[config.mk]
export PLATFORM = sky130hd
export DESIGN_NAME = bus_xcvr_arbiter_flat
export DESIGN_NICKNAME = d
export VERILOG_FILES = /design/src/rtl/bus_xcvr_arbiter_if.sv /design/src/rtl/bus_xcvr_arbiter.sv /design/src/flat_wrapper.sv
export SDC_FILE = /design/constraint.sdc
export NUM_CORES = 1
export LEC_CHECK = 0
export CAP_MARGIN = 20
export CORE_ASPECT_RATIO = 0.7
export CORE_MARGIN = 4
export CORE_UTILIZATION = 42
export CTS_CLUSTER_SIZE = 12
export DETAILED_ROUTE_END_ITERATION = 10
export PLACE_DENSITY = 0.6
export SETUP_SLACK_MARGIN = 0.15
export SKIP_LAST_GASP = 1
export SLEW_MARGIN = 20
export SYNTH_ARGS = -nofsm -noshare
export SYNTH_HDL_FRONTEND = slang
export SYNTH_SLANG_ARGS = --single-unit
export TNS_END_PERCENT = 1
[constraint.sdc]
create_clock -name clk -period 3.66 [get_ports clk]
set_clock_uncertainty 0.15 [all_clocks]
set_input_delay 0.549 -clock clk [delete_from_list [all_inputs] [get_ports clk]]
set_output_delay 0.549 -clock clk [all_outputs]
set_load 0.005 [all_outputs]
[src/rtl/bus_xcvr_arbiter_if.sv]
`default_nettype none
// ============================================================================
//  Module   : bus_xcvr_arbiter_if
//  Brief    : Requester / transceiver-bank signal bundle for bus_xcvr_arbiter.
//             The slave side is the arbiter. The master side is the
//             requesters plus the 74245 bank.
//  Revision : 1.0  initial release
// ============================================================================
interface bus_xcvr_arbiter_if #(
  parameter int N = 4
) ();
  logic [N-1:0] req;   // requester i wants the bus
  logic [N-1:0] drv;   // requester i drives (A->B) when 1, reads (B->A) when 0
  logic [N-1:0] gnt;   // one-hot: bus owned by i and settled
  logic [N-1:0] nOE;   // active-low transceiver output enables
  logic [N-1:0] DIR;   // transceiver directions, 1 = A->B
  logic         busy;  // arbiter is not idle

  modport slave (
    input  req,
    input  drv,
    output gnt,
    output nOE,
    output DIR,
    output busy
  );

  modport master (
    output req,
    output drv,
    input  gnt,
    input  nOE,
    input  DIR,
    input  busy
  );
endinterface
`default_nettype wire

[src/rtl/bus_xcvr_arbiter.sv]
`default_nettype none
// ============================================================================
//  Module   : bus_xcvr_arbiter
//  Brief    : Round-robin owner of a shared tri-state bus reached through one
//             74245 per requester. It sequences DIR, then nOE, then gnt, so
//             that at most one transceiver is enabled at a time. DIR only
//             moves while the transceiver is disabled, and a dead-time gap
//             follows every release.
//  Revision : 1.0  initial release
// ============================================================================
module bus_xcvr_arbiter #(
  parameter int N             = 4,
  parameter int SETUP_CYCLES  = 1,
  parameter int SETTLE_CYCLES = 2,
  parameter int DEAD_CYCLES   = 2
) (
  input  logic              clk,
  input  logic              reset,
  bus_xcvr_arbiter_if.slave bus
);

  localparam int c_OW = (N > 1) ? $clog2(N) : 1;
  // Wide enough for any cycle-count parameter up to 255.
  localparam int c_CW = 8;

  typedef enum logic [2:0] {
    ST_IDLE   = 3'd0,
    ST_SETUP  = 3'd1,
    ST_SETTLE = 3'd2,
    ST_ACTIVE = 3'd3,
    ST_DEAD   = 3'd4
  } state_t;

  state_t            r_state,  w_state;
  logic [c_OW-1:0]   r_owner,  w_owner;
  logic [c_OW-1:0]   r_rr_ptr, w_rr_ptr;
  logic [c_CW-1:0]   r_cnt,    w_cnt;
  logic [N-1:0]      r_noe,    w_noe;
  logic [N-1:0]      r_dir,    w_dir;
  logic [N-1:0]      r_gnt,    w_gnt;
  logic              w_pick_valid;
  logic [c_OW-1:0]   w_pick;

  // Modulo-N wrap for an index that can be at most 2N-2.
  function automatic logic [c_OW-1:0] f_wrap(input int v);
    int t;
    t = (v >= N) ? v - N : v;
    return c_OW'(t);
  endfunction

  // Round-robin search. The loop runs from the farthest offset down to
  // offset 0, so the set request nearest to rr_ptr is the last one written
  // and wins.
  always_comb begin
    w_pick_valid = 1'b0;
    w_pick       = r_rr_ptr;
    for (int i = N - 1; i >= 0; i--) begin
      if (bus.req[f_wrap(int'(r_rr_ptr) + i)]) begin
        w_pick_valid = 1'b1;
        w_pick       = f_wrap(int'(r_rr_ptr) + i);
      end
    end
  end

  // Next-state and next-output logic. Every output is registered, so the
  // pins change only on clock edges.
  always_comb begin
    w_state  = r_state;
    w_owner  = r_owner;
    w_rr_ptr = r_rr_ptr;
    w_cnt    = r_cnt;
    w_noe    = r_noe;
    w_dir    = r_dir;
    w_gnt    = r_gnt;
    case (r_state)
      ST_IDLE: begin
        if (w_pick_valid) begin
          // Direction is latched here, while the transceiver is still off.
          w_owner        = w_pick;
          w_dir[w_pick]  = bus.drv[w_pick];
          w_cnt          = c_CW'(SETUP_CYCLES - 1);
          w_state        = ST_SETUP;
        end
      end
      ST_SETUP: begin
        if (!bus.req[r_owner]) begin
          w_noe[r_owner] = 1'b1;
          w_cnt          = c_CW'(DEAD_CYCLES - 1);
          w_state        = ST_DEAD;
        end else if (r_cnt == '0) begin
          w_noe[r_owner] = 1'b0;
          w_cnt          = c_CW'(SETTLE_CYCLES - 1);
          w_state        = ST_SETTLE;
        end else begin
          w_cnt = r_cnt - 1'b1;
        end
      end
      ST_SETTLE: begin
        if (!bus.req[r_owner]) begin
          // An abort still pays the dead time. gnt was never raised.
          w_noe[r_owner] = 1'b1;
          w_cnt          = c_CW'(DEAD_CYCLES - 1);
          w_state        = ST_DEAD;
        end else if (r_cnt == '0) begin
          w_gnt[r_owner] = 1'b1;
          w_state        = ST_ACTIVE;
        end else begin
          w_cnt = r_cnt - 1'b1;
        end
      end
      ST_ACTIVE: begin
        // drv is ignored here. A direction change needs a fresh request.
        if (!bus.req[r_owner]) begin
          w_gnt          = '0;
          w_noe[r_owner] = 1'b1;
          w_cnt          = c_CW'(DEAD_CYCLES - 1);
          w_state        = ST_DEAD;
        end
      end
      ST_DEAD: begin
        if (r_cnt == '0) begin
          w_rr_ptr = f_wrap(int'(r_owner) + 1);
          w_state  = ST_IDLE;
        end else begin
          w_cnt = r_cnt - 1'b1;
        end
      end
      default: begin
        w_state = ST_IDLE;
        w_noe   = '1;
        w_gnt   = '0;
      end
    endcase
  end

  // State register. Reset releases the bus at the same edge it is sampled.
  always_ff @(posedge clk) begin
    if (reset) begin
      r_state  <= ST_IDLE;
      r_owner  <= '0;
      r_rr_ptr <= '0;
      r_cnt    <= '0;
      r_noe    <= '1;
      r_dir    <= '1;
      r_gnt    <= '0;
    end else begin
      r_state  <= w_state;
      r_owner  <= w_owner;
      r_rr_ptr <= w_rr_ptr;
      r_cnt    <= w_cnt;
      r_noe    <= w_noe;
      r_dir    <= w_dir;
      r_gnt    <= w_gnt;
    end
  end

  assign bus.nOE  = r_noe;
  assign bus.DIR  = r_dir;
  assign bus.gnt  = r_gnt;
  assign bus.busy = (r_state != ST_IDLE);

endmodule
`default_nettype wire
[src/flat_wrapper.sv]
// flat-port wrapper written by rule: the top's interface ports become plain ports
module bus_xcvr_arbiter_flat 
#(
  parameter int N             = 4,
  parameter int SETUP_CYCLES  = 1,
  parameter int SETTLE_CYCLES = 2,
  parameter int DEAD_CYCLES   = 2
)
  (clk, reset, bus_req, bus_drv, bus_gnt, bus_nOE, bus_DIR, bus_busy);
  bus_xcvr_arbiter_if #(.N(N)) bus_i ();
  input  logic clk;
  input  logic reset;
  input wire logic [$bits(bus_i.req)-1:0] bus_req;
  input wire logic [$bits(bus_i.drv)-1:0] bus_drv;
  output wire logic [$bits(bus_i.gnt)-1:0] bus_gnt;
  output wire logic [$bits(bus_i.nOE)-1:0] bus_nOE;
  output wire logic [$bits(bus_i.DIR)-1:0] bus_DIR;
  output wire logic [$bits(bus_i.busy)-1:0] bus_busy;
  assign bus_i.req = bus_req;
  assign bus_i.drv = bus_drv;
  assign bus_gnt = bus_i.gnt;
  assign bus_nOE = bus_i.nOE;
  assign bus_DIR = bus_i.DIR;
  assign bus_busy = bus_i.busy;
  bus_xcvr_arbiter #(.N(N), .SETUP_CYCLES(SETUP_CYCLES), .SETTLE_CYCLES(SETTLE_CYCLES), .DEAD_CYCLES(DEAD_CYCLES)) u_core (.clk(clk), .reset(reset), .bus(bus_i));
endmodule
==> results.toml <==
[run_status]
outcome = "complete, no violations"

[pwr]
vdd_drop_max_mv = 0.353
p_per_area_mw_per_mm2 = 654
total_power_mw = 1.22
p_leak_nw = 0.685

[yosys]
ys.flop_type = "dfxtp_1"
ys_ff_latch = 27
synth-seq-area-share_pct = 34.8
ys_warn_count = 0
synth_area_leader_cell = "dfxtp_1"
syn_avg_cell_area_um2 = 8.09
synth_cell_types = 45
async_flop_share_pct = 0
synth-edff-count = 0
syn_inst = 192
syn_area_mm2 = 0.00155
syn_nets = 209
synth_top_area_share_pct = 34.8
synthTopCellsByArea = "dfxtp_1, a21oi_1, nor2_1"

[routing]
viasPerCell = 5.58
drt_iter0_drc = 99
wl_per_cell_um = 14.0
drt-total-wl_mm = 3.68
firstDrtPassIters = 4
drc = 0
postRouteAntennaNets = 0
via_count = 1462

[final_layout]
stdcell_area_mm2 = 0.00186
drive_above_1_share_pct = 7.08
layout_common_cells = "nor2_1, dfxtp_1, a21oi_1"
final_nets = 230
area_growth_pct = 20.1
final_util_pct = 52.7
final_cells = 262
layout_commonest_cell = "nor2_1"
num_antenna_cells = 0

[setup_path]
cp_max_fo = 9
cp.arrival_ns = 2.72
path_cells = "clkdlybuf4s50_1, mux4_2, a221oi_1, nor2_1, a21o_1, a32o_1"
path_delay_family = "compound AO/OA/AOI/OAI gates"
critPathCaptureType = "flip-flop"
path_buf_inv = 1
r2r_slack_ns = 1.14
required_ns = 3.68
start_kind = "input pin"
crit_type = "input pin to flip-flop"
cpMaxStageDelayCell = "mux4_2"
max_stage_delay_ns = 0.62

[placement]
place_inst = 258
post-dp-hpwl_mm = 2.90
routabilityCongestion = 0.850
place_ws_ns = 0.421
place_area_mm2 = 0.00181
io_buffers = 22

[die]
initial_core_util_pct = 43.9
num_rows = 18
chipHeight_um = 58.9
coreArea_mm2 = 0.00354
dieArea_mm2 = 0.00475
io_pins = 23
die_x_um = 80.7

[global_route]
antenna_found_initial = 0
first_global_vias = 1225
gr-total-overflow = 0
grt_max_degree = 25
grt_usage_pct = 16.3
grt_pass1_wl_mm = 6.04

[clocking]
cts_tree = "yes"
cts-root-buf = "clkbuf_8"
clk_pin_slew_ns = 0.10
post_cts_resized = 0
cts_inserted_buffers = 3
clkLatencyLatePin_ns = 0.28
clkSinkCount = 27
clockBufferDepth = 2
cts_hold_buf = 0
h-tree-depth = 1
post_cts_buffers = 0

[hold_path]
hold_path.class = "flip-flop to flip-flop"

[sta]
hold_ws_ns = 0.350
slew_viol_final = 0
finalCriticalPeriod_ns = 2.70
max_freq_mhz = 370
relSlewSlack_pct = 51.9
worst_slew_pin_slew_ns = 0.718
setup_tns_ns = 0
rsz0062_at_grt = "no"
fin_crit_sh_pct = 73.8
hold_violations = 0
setup_ws_ns = 0.958
setup_viol = 0

[run]
cap_violations = 0
[sequential cells by signal (all words and copies together) (netlist names)]
signal / flops
u_core.bus.DIR: 4
u_core.bus.gnt: 4
u_core.r_cnt: 8
u_core.r_owner: 2
u_core.bus.nOE: 4
u_core.r_rr_ptr: 2
u_core.r_state: 3
[layout make-up]
type / instances / area, um^2
inverter: 10 / 37.5
clock buffer: 3 / 41.3
fill: 338 / 1670
timing repair buffer: 23 / 228
multi-input combinational: 148 / 947
tap: 50 / 62.6
clock inverter: 1 / 7.51
sequential: 27 / 541
[path summary, 6_finish.rpt]
check / from / depth (start not counted) / to
worst max register to register: u_core.r_cnt[2] / 8 / u_core.r_cnt[0]
worst max-delay path: bus_req[0] / 6 / u_core.r_cnt[4]
worst min-delay path: u_core.r_cnt[5] / 1 / u_core.r_cnt[5]
worst min register to register: u_core.r_cnt[5] / 1 / u_core.r_cnt[5]
[logic make-up (layout without fill, tap and decap cells)]
kind of cell               Yosys count  count (layout)  share of synthesized area (%)
xor gates and xnor gates             1               1                          0.564
buffers and inverters               17              37                           4.51
DFF                                 27              27                           34.8
and+or+nand+nor                     72              72                           23.9
muxes                                5               5                           4.11
AOI/OAI and AO/OA                   63              63                           26.4
adders and majority gates            7               7                           5.64
[Yosys cell counts, types with 2 or more instances]
cell,n
a211oi_1,5
a21oi_1,24
a31oi_1,2
nor2b_1,2
nor3_1,8
nor3b_1,3
buf_2,2
clkbuf_1,4
o41a_1,4
nor2_1,28
mux2i_1,3
nand2_1,7
o22a_1,2
and2_1,2
o21ai_0,13
a21o_1,2
nand2b_1,7
ha_1,7
or2_2,3
inv_1,9
nand3_1,5
dfxtp_1,27
[report_power, final]
part / leakage [nW] / switching, mW / internal, mW
Combinational: 0.444 / 0.362 / 0.261
Clock: 0.0217 / 0.0949 / 0.0774
Sequential: 0.220 / 0.0761 / 0.347
[metal layers]
metal	GRT usage (%)	vias to the layer above	wire [um]
met4	3.13	0	19
met1	25.0	676	1920
met5	0	-	0
met3	4.43	5	259
li1	-	733	-
met2	22.6	48	1480
Note: power is estimated with default switching activity, not from simulation.
==> RTL change, RTL diff (same flow settings) <==
`N` is set to 4 in 3 places; all go to 2.
--- a/src/rtl/bus_xcvr_arbiter_if.sv
+++ b/src/rtl/bus_xcvr_arbiter_if.sv
@@ -8,5 +8,5 @@
 // ============================================================================
 interface bus_xcvr_arbiter_if #(
-  parameter int N = 4
+  parameter int N = 2
 ) ();
   logic [N-1:0] req;   // requester i wants the bus
--- a/src/rtl/bus_xcvr_arbiter.sv
+++ b/src/rtl/bus_xcvr_arbiter.sv
@@ -10,5 +10,5 @@
 // ============================================================================
 module bus_xcvr_arbiter #(
-  parameter int N             = 4,
+  parameter int N             = 2,
   parameter int SETUP_CYCLES  = 1,
   parameter int SETTLE_CYCLES = 2,
--- a/src/flat_wrapper.sv
+++ b/src/flat_wrapper.sv
@@ -2,5 +2,5 @@
 module bus_xcvr_arbiter_flat 
 #(
-  parameter int N             = 4,
+  parameter int N             = 2,
   parameter int SETUP_CYCLES  = 1,
   parameter int SETTLE_CYCLES = 2,
Interface: changed (5 resized); port bits go from 23 to 13. No check against the original RTL was run, so the function may have changed too.
==> RTL change against the original RTL <==
- worst setup slack improved by 0.0040 ns
- clock power fell by 15%
- via count is 28% lower
- sequential cell count decreased by 8
- first-iteration DRC count fell by 27%
- non-clock buffer count decreased by 10
- wire length shrank 27%
- count of clock-buffer cells in the layout increased by 1
- final area is 29% lower
- area after synthesis down 26%
- critical path depth rose by 2
- total power decreased by 44%
- cell count is 29% lower
==> RTL change: results (changes against the original RTL) <==
pin count of the biggest net entering global routing=13 (-48%); share of cells above drive strength 1=9.272% (+2.2 points); post-layout power=0.6839 mW (-44%); IR drop worst, VDD=0.2440 mV (-31%); worst endpoint data arrival time=2.70 ns (-0.02 ns); buffers inserted by post-CTS timing repair=0 (unchanged); critical hold path startpoint=u_core.bus.gnt[0]; worst setup slack after placement=0.9167 ns (+0.4957 ns); total routing usage reported by global routing=15.73% (-0.54 points); class of the most critical setup path=reg2reg; antenna violations before repair=0 (unchanged); status=finished clean; peak fanout along the critical path=6 (-3); Syn Nets=150 (-28%); number of nets in the layout=161 (-30%); cell types with the highest counts after synthesis=19 x sky130_fd_sc_hd__dfxtp_1, 14 x sky130_fd_sc_hd__inv_1, 10 x sky130_fd_sc_hd__nor2_1; count of routing violations after the opening detailed-route iteration=72 (-27%); Rel. slew slack=53.84% (+1.9 points); worst skew pair latency=0.26 ns (-0.02 ns); P_int=0.4258 mW (-38%); wire length of the first global-routing pass=4498 um (-26%); slowest cell delay on critical path=0.61 ns; via count=1049 (-28%); # port buffers=12 (-45%); Inst Count DP=181 (-30%); number of inserted diodes=0 (unchanged); worst min path class=reg2reg; sequential-to-total area share from yosys stat=33.04% (-1.8 points); crit path max-delay cell type=sky130_fd_sc_hd__nor4_2; routed wire length per instance=14.43 um (+2.8%); post-DP HPWL=2010 um (-31%); utilization of the core after routing=52.44% (-0.28 points); via count of the first global-routing pass=952 (-22%); average cell area after synthesis=8.164 um^2 (+0.95%); leading cell types by total area after synthesis=sky130_fd_sc_hd__dfxtp_1 33%, sky130_fd_sc_hd__inv_1 4.6%, sky130_fd_sc_hd__o21ai_0 3.9%; static power due to leakage=0.4791 nW (-30%); number of fill cells in the layout=249 (-26%); Reg-to-Reg Start=u_core.r_cnt[5]; final RePlAce weighted congestion=0.8535 (+0.46%); count of cell types in the netlist=48 (+6.7%); CTS clk-pin slew, worst paths=0.07 ns (-0.03 ns); non-filler instance count after layout=185 (-29%); leading registers by flop count=u_core.r_cnt x8, u_core.r_state x3; Cell Area, Placed=0.001284 mm^2 (-29%)
[RTL change: layer usage]
layer	part of all wire, %	vias up	global-route usage [%]	wire [um]
met4	1.1	0	5.000	30
met1	54	480	23.47	1449
li1	-	539	-	-
met3	5.5	5	4.633	148
met2	39	25	21.27	1041
met5	0	-	0	0
[RTL change: path summary, 6_finish.rpt]
check,endpoint,slack [ns],cells after the start
min,u_core.bus.gnt[0],0.32,2
min reg2reg,u_core.bus.gnt[0],0.32,2
max reg2reg,u_core.r_cnt[0],0.96,8
max,u_core.r_cnt[0],0.96,8
[RTL change: logic make-up after synthesis]
kind of cell             Yosys count  share of synthesized area (%)
AND/OR/NAND/NOR                   51                          25.55
AO/OA/AOI/OAI                     42                          25.76
buffers and inverters             21                          7.826
flip-flops                        19                          33.04
multiplexers                       4                          3.804
adder cells (fa/ha/maj)            3                          3.261
XOR/XNOR                           1                         0.7610
[RTL change: final cells by class]
type | instances | area share (%)
Clock buffer | 4 | 3.390
Inverter | 14 | 3.955
Tap cell | 34 | 3.202
Timing Repair Buffer | 13 | 9.605
Sequential cell | 19 | 28.63
Multi-Input combinational cell | 101 | 51.22
[RTL change: worst max-delay path: cells and delay by family, from the launching register on]
family	cells	cell delay, ns
buffers and inverters	1	0.08
DFF	1	0.36
adders and majority gates	1	0.29
AOI/OAI and AO/OA	3	0.56
and+or+nand+nor	3	1.14
[RTL change: power by group through the flow]
stage / logic, mW / clock network [mW] / registers, mW
finish: 0.274 / 0.146 / 0.263
global route: 0.309 / 0.163 / 0.266
CTS: 0.273 / 0.152 / 0.262
detailed placement: 0.271 / 0 / 0.267
global placement: 0.271 / 0 / 0.266
floorplan: 0.213 / 0 / 0.249
